`src/rtl/lut_sweep_reader.sv`:
```
// Sweeps every input code of a neuron LUT, samples its response and packs the
// resulting truth table LSB-first into a valid/ready word stream.
module lut_sweep_reader #(
  parameter int IN_BITS   = 8,
  parameter int OUT_BITS  = 1,
  parameter int WORD_BITS = 8
) (
  input  logic                 clk,
  input  logic                 rst,
  input  logic                 start,
  output logic [IN_BITS-1:0]   lut_addr,
  input  logic [OUT_BITS-1:0]  lut_data,
  output logic [WORD_BITS-1:0] m_data,
  output logic                 m_valid,
  input  logic                 m_ready,
  output logic                 m_last,
  output logic                 busy,
  output logic                 done
);

  localparam int EPW    = WORD_BITS / OUT_BITS;
  localparam int NWORDS = ((1 << IN_BITS) * OUT_BITS) / WORD_BITS;
  localparam int SL_W   = (EPW > 1) ? $clog2(EPW) : 1;
  localparam int WC_W   = (NWORDS > 1) ? $clog2(NWORDS) : 1;

  typedef enum logic [1:0] {S_IDLE, S_FILL, S_SEND} state_t;

  state_t               r_state;
  state_t               w_next;
  logic [IN_BITS-1:0]   r_addr;
  logic [WORD_BITS-1:0] r_data;
  logic                 r_valid;
  logic                 r_last;
  logic                 r_done;
  logic [SL_W-1:0]      r_slot;
  logic [WC_W-1:0]      r_wcnt;

  logic w_slot_end;
  logic w_final;
  logic w_hs;

  assign w_slot_end = (r_slot == SL_W'(EPW - 1));
  assign w_final    = (r_wcnt == WC_W'(NWORDS - 1));
  assign w_hs       = r_valid & m_ready;

  always_ff @(posedge clk) begin
    if (rst) r_state <= S_IDLE;
    else     r_state <= w_next;
  end

  always_comb begin
    w_next = r_state;
    case (r_state)
      S_IDLE: if (start) w_next = S_FILL;
      S_FILL: if (w_slot_end) w_next = S_SEND;
      S_SEND: if (w_hs) w_next = w_final ? S_IDLE : S_FILL;
      default: w_next = S_IDLE;
    endcase
  end

  // Reset also clears the data word so a mid-sweep reset leaves no stale state.
  always_ff @(posedge clk) begin
    if (rst) begin
      r_addr  <= '0;
      r_data  <= '0;
      r_valid <= 1'b0;
      r_last  <= 1'b0;
      r_done  <= 1'b0;
      r_slot  <= '0;
      r_wcnt  <= '0;
    end else begin
      r_done <= 1'b0;
      case (r_state)
        S_IDLE: begin
          if (start) begin
            r_addr <= '0;
            r_slot <= '0;
          end
        end
        S_FILL: begin
          r_data[r_slot*OUT_BITS +: OUT_BITS] <= lut_data;
          r_addr <= r_addr + IN_BITS'(1);
          if (w_slot_end) begin
            r_slot  <= '0;
            r_valid <= 1'b1;
            r_last  <= w_final;
          end else begin
            r_slot <= r_slot + SL_W'(1);
          end
        end
        S_SEND: begin
          if (w_hs) begin
            r_valid <= 1'b0;
            r_last  <= 1'b0;
            if (w_final) begin
              r_wcnt <= '0;
              r_done <= 1'b1;
            end else begin
              r_wcnt <= r_wcnt + WC_W'(1);
            end
          end
        end
        default: ;
      endcase
    end
  end

  assign lut_addr = r_addr;
  assign m_data   = r_data;
  assign m_valid  = r_valid;
  assign m_last   = r_last;
  assign done     = r_done;
  assign busy     = (r_state != S_IDLE);

endmodule

```
`config.mk`:
```
export PLATFORM = sky130hd
export DESIGN_NAME = lut_sweep_reader
export DESIGN_NICKNAME = d
export VERILOG_FILES = /design/src/rtl/lut_sweep_reader.sv
export SDC_FILE = /design/constraint.sdc
export NUM_CORES = 1
export LEC_CHECK = 0
export CORE_MARGIN = 2
export CORE_UTILIZATION = 40
export CTS_BUF_LIST = sky130_fd_sc_hd__clkbuf_16
export DETAILED_ROUTE_END_ITERATION = 10
export DONT_BUFFER_PORTS = 1
export SLEW_MARGIN = 20
export SYNTH_ARGS = -nofsm -noshare
export SYNTH_HDL_FRONTEND = slang
export SYNTH_SLANG_ARGS = --single-unit
```
`constraint.sdc`:
```
create_clock -name clk -period 2.1 [get_ports clk]
set_clock_uncertainty 0.05 [all_clocks]
set_input_delay 0.42 -clock clk [delete_from_list [all_inputs] [get_ports clk]]
set_output_delay 0.42 -clock clk [all_outputs]
set_load 0.05 [all_outputs]
```
### Yosys cells after proc, flatten, opt, wreduce, memory -nomap -nowiden

Cells that the tools add are included.

| cells by class | value |
|---|---|
| $add $sub $neg | 4 |
| equal/unequal tests | 7 |
| shifts and indexed selects | 2 |
| muxes and demuxes | 18 |
| bitwise logic cells | 3 |
| reductions and logical operators | 9 |

Operators by type and width:

| operator | number |
|---|---|
| negation 3 -> 34 bit | 1 |
| variable shift 1 x 34 -> 8 bit, first input constant | 1 |
| indexed part select 1 x 34 -> 8 bit | 1 |
| case mux 8 bit (2 select lines) | 1 |
| adder 8 x 1 -> 8 bit, second input constant | 1 |
| bitwise mux 8 bit | 1 |
| 2-to-1 mux 8 bit | 1 |
| 2-to-1 mux 2 bit | 3 |
| 2-to-1 mux 3 bit | 2 |
| != test 2 bit, second input constant | 3 |
| case mux 2 bit (3 select lines) | 1 |
| case mux 3 bit (2 select lines) | 1 |
| AND reduction 3 bit | 2 |
| nonzero test 2 bit | 3 |
| adder 5 x 1 -> 5 bit, second input constant | 1 |
| == test 5 bit, second input constant | 1 |
| 2-to-1 mux 1 bit | 5 |
| 2-to-1 mux 5 bit | 1 |
| case mux 1 bit (2 select lines) | 2 |
| AND reduction 2 bit | 2 |
| adder 3 x 1 -> 3 bit, second input constant | 1 |
| == test 3 bit, second input constant | 1 |
| OR reduction 3 bit | 1 |
| == test 2 x 1 -> 1 bit, second input constant | 1 |
| other kinds (4) | 5 |

| storage, ports and cells | value |
|---|---|
| bits in registers | 29 |
| input port bits | 5 |
| output and inout bits | 20 |
| logic and storage cells | 51 |

### Depth between registers and ports, before layout

| logic depth | value |
|---|---|
| word-level depth | 4 |
| depth in mapped cells | 6 |
| depth with buffers taken out | 6 |

### Worst setup path before layout

No wires, ideal clock.

| timing | value |
|---|---|
| path type | register to register |
| start | register r_slot[0] |
| end | register r_data[5] (netlist: m_data[5]) |
| library setup time | 72 ps |
| arrival time | 1,630 ps |
| required time | 1,978 ps |
| slack | 348 ps |
| cell stages (with the launch flop) | 6 |
| buffers on the path | 0 |
| period minus slack after synthesis | 1,752 ps |
| cells stage by stage | dfxtp_1 inv_1 ha_1 ha_1 nor4b_1 mux2i_1 |

| on the way | value |
|---|---|
| longest elaborated chain between the ends | 3 |
| elaborated cells between the ends (all ways) | 4 |
| those cells by class | add/sub (1); shift (2); mux (1) |

RTL lines:

| element | RTL line | source |
|---|---|---|
| from (decl) | 35 | `logic [SL_W-1:0] r_slot;` |
| from (signal assigned) | 88 | `r_slot <= r_slot + SL_W'(1);` |
| negation 3 -> 34 bit * | 81 | `r_data[r_slot*OUT_BITS +: OUT_BITS] <= lut_data;` |
| indexed part select 1 x 34 -> 8 bit / variable shift 1 x 34 -> 8 bit (equally long branches) | 81 |  |
| bitwise mux 8 bit * | 81 |  |
| to (signal, indexed assignment) | 81 |  |
| to (decl) | 31 | `logic [WORD_BITS-1:0] r_data;` |

Mark *: on every way between the ends. The rest lies on a longest branch, timed or not.
A chain may end at the register's enable or synchronous reset.

### Worst setup path after layout

| timing | value |
|---|---|
| start | register r_slot[0] |
| end | register r_data[6] (netlist: m_data[6]) |

The elaborated chain is that of the path after synthesis.

==> out/results.txt <==
Status - finished, final reports clean
Final net count - 184
Cell chain of the critical path - inv_1 -> ha_1 -> ha_1 -> nor4b_1 -> mux2i_1
Reg clk slew, reported paths - 0.05 ns
Via/cell ratio - 5.43
Peak Freq - 514 MHz
CP required - 2.25 ns
R2R cell count - 5
Flop and latch count out of synthesis - 29
Gr usage total - 16.1%
Post-Syn Instances - 160
Die width - 64.7 um
Clk Latency, worst-skew pair - 0.26 ns
WL per Instance - 13.7 um
Ys async rst share - 0%
RSZ-0062 raised after global routing - no
P&R area growth vs syn - 16.1%
Starting Density - 40.8%
Min Tclk post-route - 1.95 ns
Endpoints failing hold - 0
Drt total wl - 2990 um
Reg2reg start - r_slot[0]$_SDFFE_PP0P_
Final worst slack - 0.155 ns
Iter 0 DRT Violations - 56
Hold path endpoint - r_wcnt[4]$_SDFFE_PP0P_
Avg Cell Area, Syn - 9.20 um2
Worst-margin pin slew - 0.597 ns
Max-cap violation count - 0
Drt first pass iters - 4
Library cells used by synthesis - 35
Post-Route Setup TNS - 0 ns
Peak supply drop - 0.517 mV
Main synth FF type - dfxtp_1
Type of element capturing the critical path - flop
Clock root cell - clkbuf_16
Rows - 22
GR Overflow Total - 0
CTS max path bufs - 2
CP max stage delay - 0.46 ns
Reg2reg setup slack - 0.15 ns
Terminus of the critical flop-to-flop path - m_data[6]$_SDFFE_PP0P_
Ports - 25
Leak - 0.700 nW
Max-slew violation count - 0
CP Launch Type - flop
Sequential share of the synthesized area - 39.4%
Post-synth EDFFs - 0
CTS tree - built
Initial antenna violation count - 0
DP Worst Slack - 0.159 ns
Via count of the first global-routing pass - 1198
H-Tree Level Count - 2
WHS Path Cells - 1
Layout cells sized above 1 - 11.2%
Hold/Removal Path Class - in2reg
Power Density - 762 mW/mm2
WP buf/inv - 1
Antenna diodes - 0
First-pass GRT wire length - 5310 um
Post-route DRC - 0
Routed Antenna Nets - 0
Ys Warns - 0
Placer Congestion - 0.784
Slew margin rel. - 60.1%
Crit Path Max Fanout - 8
Crit Path Class - reg2reg
Full die area - 0.00418 mm2
Largest net degree at the start of global routing - 34
CP top delay family - adder cells
DR vias - 1184
Crit share post-route - 92.6%
HPWL Detailed - 2140 um
CP Data Arrival Time - 2.09 ns
Total CTS buffers - 5
Core ar. - 0.00361 mm2
CP most frequent cell - ha_1
Crit-path slowest cell - dfxtp_1
# clock sinks - 29
Die height - 64.7 um
Most common cell after layout, fill and taps aside - dfxtp_1
Buffers added on ports - 0
# setup viols final - 0
Commonest non-fill, non-tap cells in the layout - dfxtp_1 (29), a21oi_1 (13), nand2b_1 (12), mux2i_1 (12), nand3_1 (11)
Worst hold path startpoint - rst
Syn Nets - 175
Mapped cell area - 0.00147 mm2
[cells by family after synthesis]
kind of cell               count (synthesis)  synth area share [%]
AOI/OAI and AO/OA                         27                  11.5
DFF                                       29                  39.4
and+or+nand+nor                           69                  28.6
buffers and inverters                     13                  3.82
adders and majority gates                 10                  8.50
muxes                                     12                  8.16
[power by group]
group | internal (W) | total, W | switching, W
clock | 0.000423 | 0.000640 | 0.000217
sequential | 0.000559 | 0.000576 | 0.0000172
combinational | 0.0000334 | 0.0000857 | 0.0000523
total | 0.00102 | 0.00130 | 0.000286
[worst max-delay path by stage]
| stage | cells past startpoint | end | start | slack (ns) |
|---|---|---|---|---|
| after CTS | 5 | m_data[5]$_SDFFE_PP0P_ | r_slot[0]$_SDFFE_PP0P_ | 0.15 |
| after detailed placement | 5 | m_data[7]$_SDFFE_PP0P_ | r_slot[0]$_SDFFE_PP0P_ | 0.16 |
| after global placement | 5 | m_data[6]$_SDFFE_PP0P_ | r_slot[0]$_SDFFE_PP0P_ | 0.25 |
| after floorplan | 5 | m_data[5]$_SDFFE_PP0P_ | r_slot[0]$_SDFFE_PP0P_ | 0.35 |
| after global routing | 5 | m_data[7]$_SDFFE_PP0P_ | r_slot[0]$_SDFFE_PP0P_ | 0.005 |
| final | 5 | m_data[6]$_SDFFE_PP0P_ | r_slot[0]$_SDFFE_PP0P_ | 0.15 |
[metal layers]
metal / vias to the layer above / global-route usage [%] / wire [um]
li1: 591 / - / -
met1: 568 / 19.4 / 1320
met2: 20 / 26.8 / 1500
met3: 5 / 4.51 / 134
met4: 0 / 7.18 / 38
met5: - / 0 / 0
[cell usage after synthesis (all sizes together), types with 4 or more instances]
library cell | count | area share, %
nand2b | 12 | 5.1
nand3 | 11 | 3.7
or3 | 4 | 1.7
buf | 4 | 1.5
inv | 6 | 1.5
nor2 | 10 | 2.5
ha | 10 | 8.5
nand2 | 7 | 1.8
a21oi | 13 | 4.4
mux2i | 12 | 8.2
dfxtp | 29 | 39
[sequential cells by signal, summed over array words and instances (netlist names)]
register,flops
r_wcnt,5
m_data,8
m_valid,1
m_last,1
done,1
r_state,2
r_slot,3
lut_addr,8
[worst reg2reg max path: cells and delay by family (launching register included)]
family / cells / cell delay [ns]
AND/OR/NAND/NOR: 1 / 0.39
adder cells (fa/ha/maj): 2 / 0.61
buffers and inverters: 1 / 0.16
flip-flops: 1 / 0.46
multiplexers: 1 / 0.22
[final cells by class]
class                           count  area, um2
Fill cell                         335       1900
Inverter                            6       22.5
Multi-Input combinational cell    118        842
Tap cell                           48       60.1
Timing Repair Buffer                9       67.6
Sequential cell                    29        581
Clock buffer                        5        125
Clock inverter                      3       11.3
[through the flow]
stage               cell area [um2]  std cells  power, W  hold slack (ns)  util [%]
floorplan                      1470        160  0.000659            0.403         -
global placement               1570        210  0.000667            0.412      43.4
detailed placement             1570        210  0.000671            0.432      43.4
CTS                            1700        218   0.00132            0.167      47.2
global route                   1710        218   0.00136            0.167      47.4
finish                         1710        218   0.00130            0.179      47.4
[repair_timing]
item | 4_1_cts | 5_1_grt
setup endpoints to repair | 0 | 1
resized for setup | 0 | 1
hold buffers | 0 | 0
setup buffers | 0 | 0
Power figures use the tool's default switching activity.
